### config.mk
export PLATFORM = sky130hd
export DESIGN_NAME = pll_reconfig_sequencer
export DESIGN_NICKNAME = d
export VERILOG_FILES = /design/src/rtl/pll_reconfig_sequencer.sv
export SDC_FILE = /design/constraint.sdc
export NUM_CORES = 1
export LEC_CHECK = 0
export ABC_AREA = 1
export BUFFER_PORTS_ARGS = -buffer_cell sky130_fd_sc_hd__buf_4
export CAP_MARGIN = 10
export CELL_PAD_IN_SITES_DETAIL_PLACEMENT = 1
export CELL_PAD_IN_SITES_GLOBAL_PLACEMENT = 1
export CORE_AREA = 2 2 87 89
export DETAILED_ROUTE_END_ITERATION = 8
export DIE_AREA = 0 0 89 91
export HOLD_SLACK_MARGIN = 0.06
export PLACE_DENSITY_LB_ADDON = 0.1
export SYNTH_ARGS = -nofsm -noshare
export SYNTH_HDL_FRONTEND = slang
export SYNTH_SLANG_ARGS = --single-unit
### constraint.sdc
create_clock -name clk_in -period 3 [get_ports clk_in]
set_input_delay 0.3 -clock clk_in [delete_from_list [all_inputs] [get_ports clk_in]]
set_output_delay 0.3 -clock clk_in [all_outputs]
set_load 0.01 [all_outputs]
### src/rtl/pll_reconfig_sequencer.sv
// Round-robin front end that shares one PLL reconfiguration engine among NREQ requesters.
// Each grant runs write_param -> reconfig -> busy handshake -> lock qualification, then ack or err.
module pll_reconfig_sequencer #(
    parameter int NREQ        = 2,
    parameter int DW          = 2,
    parameter int PULSE_LEN   = 2,
    parameter int BUSY_TO     = 64,
    parameter int OP_TO       = 4096,
    parameter int LOCK_STABLE = 16
) (
    input  logic              clk_in,
    input  logic              rst_div2,
    input  logic [NREQ-1:0]   req,
    input  logic [NREQ*DW-1:0] req_data,
    output logic [NREQ-1:0]   ack,
    output logic              err,
    output logic [2:0]        err_id,
    output logic [DW-1:0]     cfg_data,
    output logic              cfg_write_param,
    output logic              cfg_reconfig,
    input  logic              cfg_busy,
    input  logic              pll_locked,
    output logic              seq_busy,
    output logic [3:0]        dbg_state
);

    localparam int CW = $clog2(OP_TO) + 1;
    localparam int LW = $clog2(LOCK_STABLE + 1);

    typedef enum logic [3:0] {
        S_IDLE, S_WRITE, S_WGAP, S_RECFG, S_WBUSY, S_WIDLE, S_WLOCK, S_DONE, S_FAIL
    } state_t;

    state_t            state_q, state_d;
    logic [CW-1:0]     cnt_q, cnt_d;
    logic [LW-1:0]     lock_cnt_q, lock_cnt_d;
    logic [2:0]        gnt_q, gnt_d, rr_q, rr_d, err_id_q, err_id_d;
    logic [DW-1:0]     data_q, data_d;
    logic              wp_q, wp_d, rc_q, rc_d, err_q, err_d, seq_busy_q, seq_busy_d;
    logic [NREQ-1:0]   ack_q, ack_d;
    logic              busy_m_q, busy_m_d, busy_s_q, busy_s_d;
    logic              lock_m_q, lock_m_d, lock_s_q, lock_s_d;

    logic [2*NREQ-1:0] req_rot;
    logic [3:0]        sum;
    logic              found;
    logic [2:0]        pick;
    logic [DW-1:0]     pick_data;
    logic [2:0]        next_rr;

    // Rotate the request vector by the rr pointer so the first set bit is the next in turn.
    always_comb begin
        req_rot   = {req, req} >> rr_q;
        found     = 1'b0;
        pick      = '0;
        sum       = '0;
        pick_data = '0;
        for (int k = 0; k < NREQ; k++) begin
            if (!found && req_rot[k]) begin
                found = 1'b1;
                sum   = {1'b0, rr_q} + 4'(k);
                if (sum >= 4'(NREQ)) sum = sum - 4'(NREQ);
                pick  = sum[2:0];
            end
        end
        for (int i = 0; i < NREQ; i++) begin
            if (pick == 3'(i)) pick_data = req_data[i*DW +: DW];
        end
        next_rr = (gnt_q == 3'(NREQ - 1)) ? 3'd0 : gnt_q + 3'd1;
    end

    always_comb begin
        state_d    = state_q;
        lock_cnt_d = lock_cnt_q;
        gnt_d      = gnt_q;
        rr_d       = rr_q;
        data_d     = data_q;
        err_id_d   = err_id_q;
        busy_m_d   = cfg_busy;
        busy_s_d   = busy_m_q;
        lock_m_d   = pll_locked;
        lock_s_d   = lock_m_q;
        case (state_q)
            S_IDLE: if (found) begin
                state_d = S_WRITE;
                gnt_d   = pick;
                data_d  = pick_data;
            end
            S_WRITE: if (cnt_q == CW'(PULSE_LEN - 1)) state_d = S_WGAP;
            S_WGAP:  if (!busy_s_q) state_d = S_RECFG;
            S_RECFG: if (cnt_q == CW'(PULSE_LEN - 1)) state_d = S_WBUSY;
            S_WBUSY: begin
                if (busy_s_q)                          state_d = S_WIDLE;
                else if (cnt_q == CW'(BUSY_TO - 1))    state_d = S_FAIL;
            end
            S_WIDLE: begin
                if (!busy_s_q)                         state_d = S_WLOCK;
                else if (cnt_q == CW'(OP_TO - 1))      state_d = S_FAIL;
            end
            S_WLOCK: begin
                lock_cnt_d = lock_s_q ? lock_cnt_q + 1'b1 : '0;
                if (lock_s_q && lock_cnt_q == LW'(LOCK_STABLE - 1)) state_d = S_DONE;
                else if (cnt_q == CW'(OP_TO - 1))                   state_d = S_FAIL;
            end
            S_DONE: begin
                state_d = S_IDLE;
                rr_d    = next_rr;
            end
            S_FAIL: begin
                state_d = S_IDLE;
                rr_d    = next_rr;
            end
            default: state_d = S_IDLE;
        endcase
        // One shared timeout/pulse counter, restarted on every state entry and parked in IDLE.
        if (state_d != state_q || state_q == S_IDLE) begin
            cnt_d      = '0;
            lock_cnt_d = '0;
        end else begin
            cnt_d = cnt_q + 1'b1;
        end
        if (state_d == S_FAIL) err_id_d = gnt_q;
        wp_d       = (state_d == S_WRITE);
        rc_d       = (state_d == S_RECFG);
        err_d      = (state_d == S_FAIL);
        seq_busy_d = (state_d != S_IDLE);
        for (int i = 0; i < NREQ; i++) begin
            ack_d[i] = (state_d == S_DONE) && (gnt_q == 3'(i));
        end
    end

    always_ff @(posedge clk_in or negedge rst_div2) begin
        if (!rst_div2) begin
            state_q    <= S_IDLE;
            cnt_q      <= '0;
            lock_cnt_q <= '0;
            gnt_q      <= '0;
            rr_q       <= '0;
            data_q     <= '0;
            err_id_q   <= '0;
            wp_q       <= 1'b0;
            rc_q       <= 1'b0;
            err_q      <= 1'b0;
            seq_busy_q <= 1'b0;
            ack_q      <= '0;
            busy_m_q   <= 1'b0;
            busy_s_q   <= 1'b0;
            lock_m_q   <= 1'b0;
            lock_s_q   <= 1'b0;
        end else begin
            state_q    <= state_d;
            cnt_q      <= cnt_d;
            lock_cnt_q <= lock_cnt_d;
            gnt_q      <= gnt_d;
            rr_q       <= rr_d;
            data_q     <= data_d;
            err_id_q   <= err_id_d;
            wp_q       <= wp_d;
            rc_q       <= rc_d;
            err_q      <= err_d;
            seq_busy_q <= seq_busy_d;
            ack_q      <= ack_d;
            busy_m_q   <= busy_m_d;
            busy_s_q   <= busy_s_d;
            lock_m_q   <= lock_m_d;
            lock_s_q   <= lock_s_d;
        end
    end

    assign ack             = ack_q;
    assign err             = err_q;
    assign err_id          = err_id_q;
    assign cfg_data        = data_q;
    assign cfg_write_param = wp_q;
    assign cfg_reconfig    = rc_q;
    assign seq_busy        = seq_busy_q;
    assign dbg_state       = state_q;

endmodule
==> summary.txt, run 1 <==
Synthesis
  – Number of synthesized register bits: 43
  – Sequential cell area fraction in the yosys report: 0.4456
  – Syn Nets: slightly above 300
  – Synth Warn #: 0
  – Area share of the largest cell type after synthesis: 0.4456
  – Synthesized instance count: between 200 and 300
  – Synth area leaders: dfrtp_1 (45%), nand2_1 (10%), inv_1 (6.2%)
  – Post-Syn Area per Cell: between 8 and 9 um2
  – Top cell type by total area after synthesis: dfrtp_1
  – Distinct cells, synth: 29
  – Synth Cell Area: roughly 0.0024 mm2

Floorplanning
  – Die area: a little over 0.008 mm2
  – Ports: 25
  – Site Rows: 31
  – Initial Utilization: 0.3384
  – Chip width: between 80 and 90 um
  – Die H: roughly 91 um
  – Core area: around 0.0071 mm2

Setup path
  – CP arrival: about 2.3 ns
  – Slowest stage cell, crit path: dfrtp_1
  – Worst setup SP type: flip-flop
  – Worst r2r path cells: 12
  – CP Launch Point: lock_cnt_q[0]
  – CP max stage delay: around 0.38 ns
  – WP data required: ~3.2 ns
  – Worst r2r dst: cnt_q[0]
  – Worst reg-to-reg setup slack: around 0.94 ns
  – Crit. End Element: flip-flop
  – Worst-path maximum fanout: 18
  – Setup CP Type: flip-flop to flip-flop
  – Critical-path cell list: ha_1, inv_1, nor2_1, ha_1, inv_1, o21ai_2, o21ai_2, nand2_2, nand2_4, nor2_4, nand3_4, nor2_1
  – Worst Setup EP: cnt_q[0]
  – Critical R2R Launch: lock_cnt_q[0]

Clock tree
  – Root buf cell: clkbuf_8
  – H-tree levels: 2
  – Worst-Skew Late Latency: ~0.30 ns
  – Setup Buffers After CTS: 0
  – Post-CTS resize count: 0
  – CTS Hold Bufs: 1
  – Clk pin slew, worst setup/hold paths: about 0.090 ns
  – Clock sinks: 43
  – CTS tree: yes
  – CTS Buf Count: 5
  – Clock Tree Buf Depth: 2

Timing
  – FMAX: just under 0.5 GHz
  – Relative slew slack: 0.5463
  – Final Slew Violations: 0
  – Final clock skew: between 0.008 and 0.009 ns
  – Crit path time final: between 2 and 2.5 ns
  – Unrepaired setup endpoints after global routing: no
  – Final WS setup: about 0.94 ns
  – Final Setup Violations: 0
  – Setup TNS Final: 0 ns
  – Final count of hold timing violations: 0
  – Worst slew pin tran: 0.6765 ns
  – Tcrit/Tclk final: 0.6859
  – Fin Hold WS: 0.1053 ns

Power
  – Max IR drop VDD: 0.3592 mV
  – Reg power frac: 0.341
  – Switching Power: around 1 mW
  – Switch share: 0.4466
  – Pint: 1.262 mW
  – Combinational fraction of design power: 0.451
  – Clk pwr share: 0.208
  – Final Power: 2.280 mW
  – Leak pwr: 1.338 nW
  – PwrDens: 806.7 mW/mm2

Global route
  – First-pass GRT wire length: about 10 mm
  – GRT overflow: 0
  – Initial antenna violation count: 0
  – Total track usage: 0.1554
  – Pin count of the biggest net entering global routing: between 40 and 50
  – Vias in the first global route: 2063

Detailed routing
  – Initial DRC count: 128
  – ANT nets after route: 0
  – First-pass DRT Iterations: 4
  – WL/cell: 13.37 um
  – Drc violations: 0
  – Vias: 1940
  – Vias per cell: 4.575
  – Routed Wire Length: 5.669 mm

Layout
  – Fin nets: 340
  – Share of cells above drive strength 1: 0.2062
  – # fillers: 900
  – Finished Layout Cells: 424
  – Area growth, synth to finish: 17.05%
  – Ant diodes: 0

Place
  – PortBufs: 24
  – Placer Congestion: 0.7633
  – Detailed placement HPWL: between 4 and 5 mm
  – Setup WS pre-CTS: 0.9169 ns
  – Placed instance count: between 400 and 500

Run
  – Max-Cap Viols: 0

Outcome
  – Outcome: complete, no violations

Worst hold path
  – HP Class: input pin to flip-flop
## layout by cell type (no fill, tap or decap), drive strengths merged
cell type | netlist | layout
buf | 1 | 24
xnor2 | 4 | 4
or2 | 1 | 1
o22ai | 1 | 1
ha | 6 | 6
bufinv | 0 | 1
nand3b | 1 | 1
nand3 | 22 | 22
dfrtp | 43 | 43
nor3 | 8 | 8
nand2 | 73 | 73
nand4 | 8 | 8
clkbuf | 0 | 6
a31o | 1 | 1
a21boi | 1 | 1
clkinv | 0 | 1
o21ai | 19 | 19
xor2 | 4 | 4
inv | 43 | 43
dlygate4sd3 | 0 | 1
nor2 | 55 | 55
a211oi | 1 | 1
o31ai | 1 | 1
## how the worst min path moves through the flow
stage	start	end	depth (start not counted)
floorplan	rst_div2	ack[0]	0
global placement	lock_m_q	lock_s_q	0
detailed placement	rst_div2	lock_m_q	1
CTS	cfg_busy	busy_m_q	1
global route	cfg_busy	busy_m_q	1
finish	cfg_busy	busy_m_q	1
## power by group through the flow
stage / Sequential (mW) / Combinational [mW] / Clock (mW)
finish: 0.777 / 1.03 / 0.474
global route: 0.796 / 1.19 / 0.517
CTS: 0.780 / 1.06 / 0.492
detailed placement: 0.791 / 1.06 / 0
global placement: 0.789 / 1.04 / 0
floorplan: 0.784 / 0.803 / 0
## through the flow
step,util,cell area [um2]
after floorplan,-,2415
after global placement,0.3782,2699
after detailed placement,0.3782,2699
after CTS,0.3960,2826
after global routing,0.3960,2826
final,0.3960,2826
## routing by layer
| layer | vias up | part of all wire | global-route usage |
|---|---|---|---|
| met4 | 0 | 0.0093 | 0.03731 |
| li1 | 987 | - | - |
| met1 | 935 | 0.48 | 0.2136 |
| met3 | 4 | 0.014 | 0.02455 |
| met2 | 14 | 0.50 | 0.2550 |
| met5 | - | 0 | 0 |
## area by class of cell
| class | instances | area [um2] | share of cell area |
|---|---|---|---|
| Multi-Input combinational cell | 206 | 1157 | 0.4095 |
| Sequential cell | 43 | 1076 | 0.3807 |
| Timing Repair Buffer | 25 | 190.2 | 0.06729 |
| Clock inverter | 2 | 35.03 | 0.01239 |
| Clock buffer | 6 | 82.58 | 0.02922 |
| Tap cell | 99 | 123.9 | 0.04382 |
| Inverter | 43 | 161.4 | 0.05711 |
## sequential cells by signal (all words and copies together) (netlist names)
name and count:
gnt_q 3, lock_s_q 1, busy_m_q 1, cfg_reconfig 1, seq_busy 1, cfg_write_param 1, ack 2, lock_m_q 1
lock_cnt_q 5, cnt_q 13, dbg_state 4, rr_q 3, err 1, busy_s_q 1, cfg_data 2, err_id 3
## Yosys cell counts
| cell | n |
|---|---|
| o22ai_1 | 1 |
| nand3_2 | 2 |
| nand2_2 | 5 |
| dfrtp_1 | 43 |
| nor3_4 | 1 |
| nand3b_1 | 1 |
| nor3_1 | 7 |
| inv_1 | 40 |
| o31ai_1 | 1 |
| o21ai_0 | 17 |
| buf_12 | 1 |
| nand4_2 | 1 |
| nand3_4 | 2 |
| nand2_1 | 67 |
| a31o_2 | 1 |
| xor2_1 | 4 |
| inv_2 | 3 |
| ha_1 | 6 |
| xnor2_1 | 4 |
| a211oi_1 | 1 |
| or2_2 | 1 |
| nor2_4 | 13 |
| nand4_1 | 7 |
| o21ai_2 | 2 |
| nor2_2 | 3 |
| nand3_1 | 18 |
| nor2_1 | 39 |
| a21boi_0 | 1 |
| nand2_4 | 1 |
## cell families after synthesis
kind of cell,share of synthesized area
flops,0.4456
buf+inv,0.07513
compound gates,0.05804
xor+xnor,0.02901
simple gates,0.3611
fa+ha+maj,0.03109
## critical path: cells and delay by family (launching register included)
kind | cells | cell delay [ns]
fa+ha+maj | 2 | 0.40
compound gates | 2 | 0.19
flops | 1 | 0.38
buf+inv | 2 | 0.13
simple gates | 6 | 0.88
(Power assumes the default switching activity.)
==> run 2, diff against run 1 <==
--- a/config.mk
+++ b/config.mk
@@ -5,14 +5,14 @@
 export SDC_FILE = /design/constraint.sdc
 export NUM_CORES = 1
 export LEC_CHECK = 0
-export ABC_AREA = 1
+export ABC_AREA = 0
 export BUFFER_PORTS_ARGS = -buffer_cell sky130_fd_sc_hd__buf_4
 export CAP_MARGIN = 10
 export CELL_PAD_IN_SITES_DETAIL_PLACEMENT = 1
 export CELL_PAD_IN_SITES_GLOBAL_PLACEMENT = 1
-export CORE_AREA = 2 2 87 89
+export CORE_AREA = 2 2 84 86
 export DETAILED_ROUTE_END_ITERATION = 8
-export DIE_AREA = 0 0 89 91
+export DIE_AREA = 0 0 86 88
 export HOLD_SLACK_MARGIN = 0.06
 export PLACE_DENSITY_LB_ADDON = 0.1
 export SYNTH_ARGS = -nofsm -noshare
==> constraint.sdc (replaced) <==
create_clock -name clk_in -period 2.1 [get_ports clk_in]
set_input_delay 0.21 -clock clk_in [delete_from_list [all_inputs] [get_ports clk_in]]
set_output_delay 0.21 -clock clk_in [all_outputs]
set_load 0.01 [all_outputs]
==> run 2 against run 1 <==
  * Non-clock buffer count up 31
  * Via count down 7.3%
  * Hold slack better by 0.14 ns
  * Fmax up 0.51%
  * Critical path type unchanged
  * Largest cell class unchanged
  * Largest power group unchanged
==> summary.txt, run 2 <==
Detailed routing
  – First-pass DRT Iterations: 4
  – Max Used Layer: met4
  – Met1 wire length: 2.471 mm
  – WL met3: between 100 and 150 um
  – Vias per cell: 5.093
  – WL/cell: around 15 um
  – Vias: ~1800
  – WL met2: about 2.7 mm
  – Initial DRC count: 31
  – Drc violations: 0
  – Routed Wire Length: ~5.4 mm
  – ANT nets after route: 0

Timing
  – Tcrit/Tclk final: 0.9749
  – Final Slew Violations: 0
  – Final clock skew: between 0.01 and 0.015 ns
  – FMAX: a little under 0.5 GHz
  – Crit path time final: between 2 and 2.5 ns
  – Final count of hold timing violations: 0
  – Relative slew slack: 0.6288
  – Final WS setup: approximately 0.053 ns
  – Final Setup Violations: 0
  – Setup TNS Final: 0 ns
  – Worst slew pin tran: 0.5569 ns

Layout
  – Area growth, synth to finish: 30.30%
  – Max reg flops: 13
  – Ant diodes: 0
  – Most frequent cells in the layout: buf_4 (52), dfrtp_1 (43), nor2_1 (27)
  – Most common cell after layout, fill and taps aside: buf_4
  – # fillers: 725
  – Most flops, register: cnt_q
  – Fin nets: approximately 290
  – Share of cells above drive strength 1: 0.3223

Place
  – Detailed placement HPWL: between 3 and 4 mm
  – Setup WS pre-CTS: -0.06602 ns
  – Placer Congestion: around 0.74
  – PortBufs: 24

Clock tree
  – H-tree levels: 2
  – CTS tree: yes
  – Worst-Skew Late Latency: 0.30 ns
  – Root buf cell: clkbuf_8
  – Clock sinks: 43
  – CTS Buf Count: 5
  – Clk pin slew, worst setup/hold paths: 0.09 ns
  – Clock Tree Buf Depth: 2

Power
  – Leak pwr: approximately 1.3 nW
  – Max IR drop VDD: around 0.43 mV
  – PwrDens: between 1000 and 1500 mW/mm2

Setup path
  – WP data required: approximately 2.3 ns
  – Critical-path cell list: ha_2, and3_4, ha_4, and2_4, o21ai_2, a32oi_2, buf_4, buf_4, mux2_2
  – Worst-path maximum fanout: 6
  – CP max stage delay: 0.38 ns
  – Setup CP Type: flip-flop to flip-flop
  – Delay-heaviest family, CP: flip-flops
  – Crit. End Element: flip-flop
  – Worst setup SP type: flip-flop
  – CP most frequent cell: buf_4
  – CP Launch Point: lock_cnt_q[0]
  – CP arrival: 2.24 ns
  – Slowest stage cell, crit path: dfrtp_1
  – Crit path buffers/inverters: 2
  – Critical R2R Launch: lock_cnt_q[0]

Run
  – Max-Cap Viols: 0

Floorplanning
  – Chip width: around 86 um
  – Ports: 25
  – Die area: between 0.007 and 0.008 mm2
  – Core area: approximately 0.0066 mm2
  – Die H: between 80 and 90 um
  – Site Rows: 30
  – Initial Utilization: 0.3399

Synthesis
  – Distinct cells, synth: 56
  – Sequential cell area fraction in the yosys report: 0.4765
  – Most instantiated cells after synthesis: dfrtp_1 (43), nor2_1 (27), nand2_1 (17)
  – Syn Nets: ~230
  – Area share of the largest cell type after synthesis: 0.4765
  – Synth Flop Type: dfrtp_1
  – Synth area leaders: dfrtp_1 (48%), nor2_1 (4.5%), ha_1 (3.3%)
  – Synthesized instance count: approximately 220
  – Number of flops mapped to enable cells by yosys: 0
  – Number of synthesized register bits: between 40 and 50
  – Most common cell in the synthesized netlist: dfrtp_1
  – Top cell type by total area after synthesis: dfrtp_1
  – Synth Warn #: 0
  – Synth Cell Area: 0.002258 mm2
  – Synth async-reset ratio: 1.000
  – Post-Syn Area per Cell: approximately 10 um2

Global route
  – GRT overflow: 0
  – Total track usage: 0.1526
  – Vias in the first global route: 1875
  – First-pass GRT wire length: roughly 9.0 mm
  – Initial antenna violation count: 0
  – Pin count of the biggest net entering global routing: 44

Worst hold path
  – HP Class: input pin to flip-flop
  – Hold Startpoint: req_data[0]

Outcome
  – Outcome: complete, no violations
## run 2: changes by cell type in the layout (fill, tap and decap cells not counted), moves of 9 or more
cell     change
nor2_4      -13
o21ai_0     -12
nand3_1      -9
buf_4       +28
nor2_1      -12
inv_1       -33
nand2_1     -51
## run 2: worst min-delay path: cells and delay by family
family / cells / cell delay [ns]
AOI/OAI and AO/OA: 1 / 0.08
buffers and inverters: 1 / 0.11
muxes: 1 / 0.12
## run 2: cell type report
class / instances / area [um2] / share of cell area
Clock buffer: 6 / 72.57 / 0.02466
Timing Repair Buffer: 56 / 431.7 / 0.1467
Inverter: 7 / 26.28 / 0.008929
Tap cell: 80 / 100.1 / 0.03401
Sequential cell: 43 / 1076 / 0.3656
Clock inverter: 2 / 60.06 / 0.02041
Multi-Input combinational cell: 159 / 1176 / 0.3997
## run 2: repair_timing
item / CTS / global route
hold buffers: 3 / 0
buffers inserted: 2 / 9
pin swaps: 1 / 6
gates resized for setup: 4 / 10
hold endpoints to repair: 45 / 0
setup endpoints to repair: 4 / 22
## run 2: power breakdown
part | internal (mW) | leakage, nW | switching (mW)
logic | 0.729 | 0.697 | 0.719
clock network | 0.476 | 0.0654 | 0.293
registers | 0.975 | 0.570 | 0.212
total | 2.18 | 1.33 | 1.22
## run 2: per-layer routing
metal,GRT usage,up-vias
met3,0.03110,7
met4,0.06061,0
met1,0.1906,890
met5,0,-
met2,0.2593,23
li1,-,878
## run 2: cells by family (layout without fill, tap and decap cells)
group	Yosys count	in the layout	share of synthesized area
xor+xnor	15	15	0.05817
fa+ha+maj	6	6	0.03324
mux	7	7	0.03324
compound gates	34	34	0.1219
simple gates	97	97	0.2482
buf+inv	14	71	0.02881
flops	43	43	0.4765
## run 2: per-stage QoR
stage / util / total power [mW] / instance area, um2 / hold slack, ns / instances
floorplan: - / 2.052 / 2258 / -0.08559 / 216
global placement: 0.3966 / 2.503 / 2635 / 0.2463 / 331
detailed placement: 0.3966 / 2.518 / 2635 / 0.2492 / 331
CTS: 0.4252 / 3.330 / 2825 / 0.2431 / 344
global route: 0.4429 / 3.665 / 2943 / 0.2772 / 353
finish: 0.4429 / 3.404 / 2943 / 0.2433 / 353
## run 2: final timing paths
path | to | slack (ns) | depth (start not counted)
min in group asynchronous | lock_m_q | 0.46 | 2
worst min register to register | busy_s_q | 0.35 | 0
worst max-delay path | err_id[0] | 0.05 | 9
worst min-delay path | cfg_data[0] | 0.24 | 3
worst max register to register | err_id[0] | 0.05 | 9
max in group asynchronous | lock_s_q | 1.27 | 2
==> run 3, diff against run 2 <==
--- a/config.mk
+++ b/config.mk
@@ -10,9 +10,9 @@
 export CAP_MARGIN = 10
 export CELL_PAD_IN_SITES_DETAIL_PLACEMENT = 1
 export CELL_PAD_IN_SITES_GLOBAL_PLACEMENT = 1
-export CORE_AREA = 2 2 84 86
+export CORE_AREA = 2 2 93 77
 export DETAILED_ROUTE_END_ITERATION = 8
-export DIE_AREA = 0 0 86 88
+export DIE_AREA = 0 0 95 79
 export HOLD_SLACK_MARGIN = 0.06
 export PLACE_DENSITY_LB_ADDON = 0.1
 export SYNTH_ARGS = -nofsm -noshare
==> run 3 against run 2 <==
  * Global-route usage is 0.50 points higher
  * Clock skew is 0.00053 ns higher
  * Highest routed layer unchanged
  * Critical path depth is 1 lower
  * Critical endpoint is now seq_busy
  * Fmax is 1.9% lower
  * Worst setup slack worse by 0.039 ns
==> summary.txt, run 3 (synthesized netlist as in run 2, its figures left out) <==
Outcome
  – Outcome: complete, no violations

Clock tree
  – Clk pin slew, worst setup/hold paths: roughly 0.090 ns
  – Root buf cell: clkbuf_8
  – CTS Buf Count: 5
  – CTS tree: yes
  – Clock Tree Buf Depth: 2
  – Worst-Skew Late Latency: about 0.30 ns
  – H-tree levels: 2
  – Clock sinks: 43

Setup path
  – Worst r2r path cells: 8
  – CP arrival: about 2.3 ns
  – WP data required: 2.27 ns
  – Worst-path maximum fanout: 4
  – Crit. End Element: flip-flop
  – Setup CP Type: flip-flop to flip-flop
  – Worst setup SP type: flip-flop

Place
  – PortBufs: 24
  – Detailed placement HPWL: 3.865 mm
  – Setup WS pre-CTS: -0.08582 ns
  – Placed instance count: 337
  – Placer Congestion: 0.8117
  – Post-DP Area: 0.002636 mm2

Detailed routing
  – WL/cell: between 15 and 20 um
  – Routed Wire Length: around 5.4 mm
  – Initial DRC count: 61
  – Drc violations: 0
  – Vias: 1754
  – ANT nets after route: 0
  – First-pass DRT Iterations: 4
  – Vias per cell: between 4 and 5

Power
  – Leak pwr: around 1.3 nW
  – PwrDens: between 1000 and 1500 mW/mm2
  – Max IR drop VDD: 0.5551 mV

Layout
  – Share of cells above drive strength 1: 0.2917
  – Finished Layout Cells: 351
  – Final instance area: between 0.002 and 0.003 mm2
  – Max reg flops: 13
  – Ant diodes: 0
  – Most frequent cells in the layout: dfrtp_1 (43), buf_4 (43), nor2_1 (26)
  – Fin nets: approximately 280
  – Most flops, register: cnt_q
  – Area growth, synth to finish: 26.37%
  – # fillers: roughly 740

Timing
  – Final count of hold timing violations: 0
  – FMAX: roughly 0.48 GHz
  – Final clock skew: about 0.011 ns
  – Final Slew Violations: 0
  – Final WS setup: approximately 0.014 ns
  – Tcrit/Tclk final: 0.9933
  – Worst slew pin tran: ~0.56 ns
  – Final Setup Violations: 0
  – Crit path time final: between 2 and 2.5 ns
  – Unrepaired setup endpoints after global routing: yes
  – Relative slew slack: 0.6239

Global route
  – First-pass GRT wire length: approximately 9.1 mm
  – Total track usage: 0.1576
  – GRT overflow: 0
  – Pin count of the biggest net entering global routing: 44
  – Initial antenna violation count: 0
  – Vias in the first global route: 1846

Worst hold path
  – HP Class: input pin to flip-flop
  – Cell depth of the worst min-delay path: 3

Floorplanning
  – Core area: around 0.0067 mm2
  – Site Rows: 27
  – Chip width: roughly 95 um
  – Die H: just under 80 um
  – Die area: 0.007505 mm2
  – Initial Utilization: 0.3393
  – Ports: 25

Run
  – Max-Cap Viols: 0
## run 3: layer usage
layer | share of wire | track usage | vias up
li1 | - | - | 867
met1 | 0.52 | 0.2237 | 874
met2 | 0.45 | 0.2426 | 11
met3 | 0.018 | 0.04269 | 2
met4 | 0.0039 | 0.03043 | 0
met5 | 0 | 0 | -
## run 3: critical path, stage by stage, from the launching register on
cell and delay (ns):
dfrtp_1 0.41, ha_2 0.20, and3_4 0.18, ha_4 0.15, and2_4 0.15, nand2_2 0.09
o311ai_2 0.12, or2_4 0.28, or3_1 0.37
## run 3: worst paths after layout
path	start	end	slack, ns
max in group asynchronous	rst_div2	dbg_state[1]	1.27
setup reg to reg	lock_cnt_q[0]	seq_busy	0.01
hold / removal	req_data[0]	cfg_data[0]	0.24
min in group asynchronous	rst_div2	cfg_data[0]	0.43
hold reg to reg	busy_m_q	busy_s_q	0.35
setup / recovery	lock_cnt_q[0]	seq_busy	0.01
## run 3: final cells by class
cell class | count | area, um2 | area share
clock buffer | 6 | 82.58 | 0.02893
multi-input combinational | 159 | 1152 | 0.4038
timing repair buffer | 47 | 372.9 | 0.1306
tap | 87 | 108.9 | 0.03814
clock inverter | 2 | 35.03 | 0.01228
inverter | 7 | 26.28 | 0.009206
sequential | 43 | 1076 | 0.3770
## run 3: where the power goes
part	switching, mW	internal [mW]
clock network	0.293	0.385
registers	0.185	0.975
logic	0.740	0.733
total	1.22	2.09
## run 3: what timing repair did
action	4_1_cts	5_1_grt
hold endpoints to repair	45	0
setup endpoints to repair	23	23
buffers inserted	1	2
hold buffers	3	0
pin swaps	4	4
gates resized for setup	8	1
## run 3: metrics by stage
stage	utilization	power [mW]	TNS, ns	hold WS [ns]
after detailed placement	0.3961	2.521	-0.1544	0.2529
final	0.4288	3.312	0	0.2441
after global routing	0.4288	3.558	-0.3717	0.2585
after global placement	0.3961	2.523	0	0.2478
after CTS	0.4243	3.265	0	0.2394
after floorplan	-	2.052	0	-0.08559
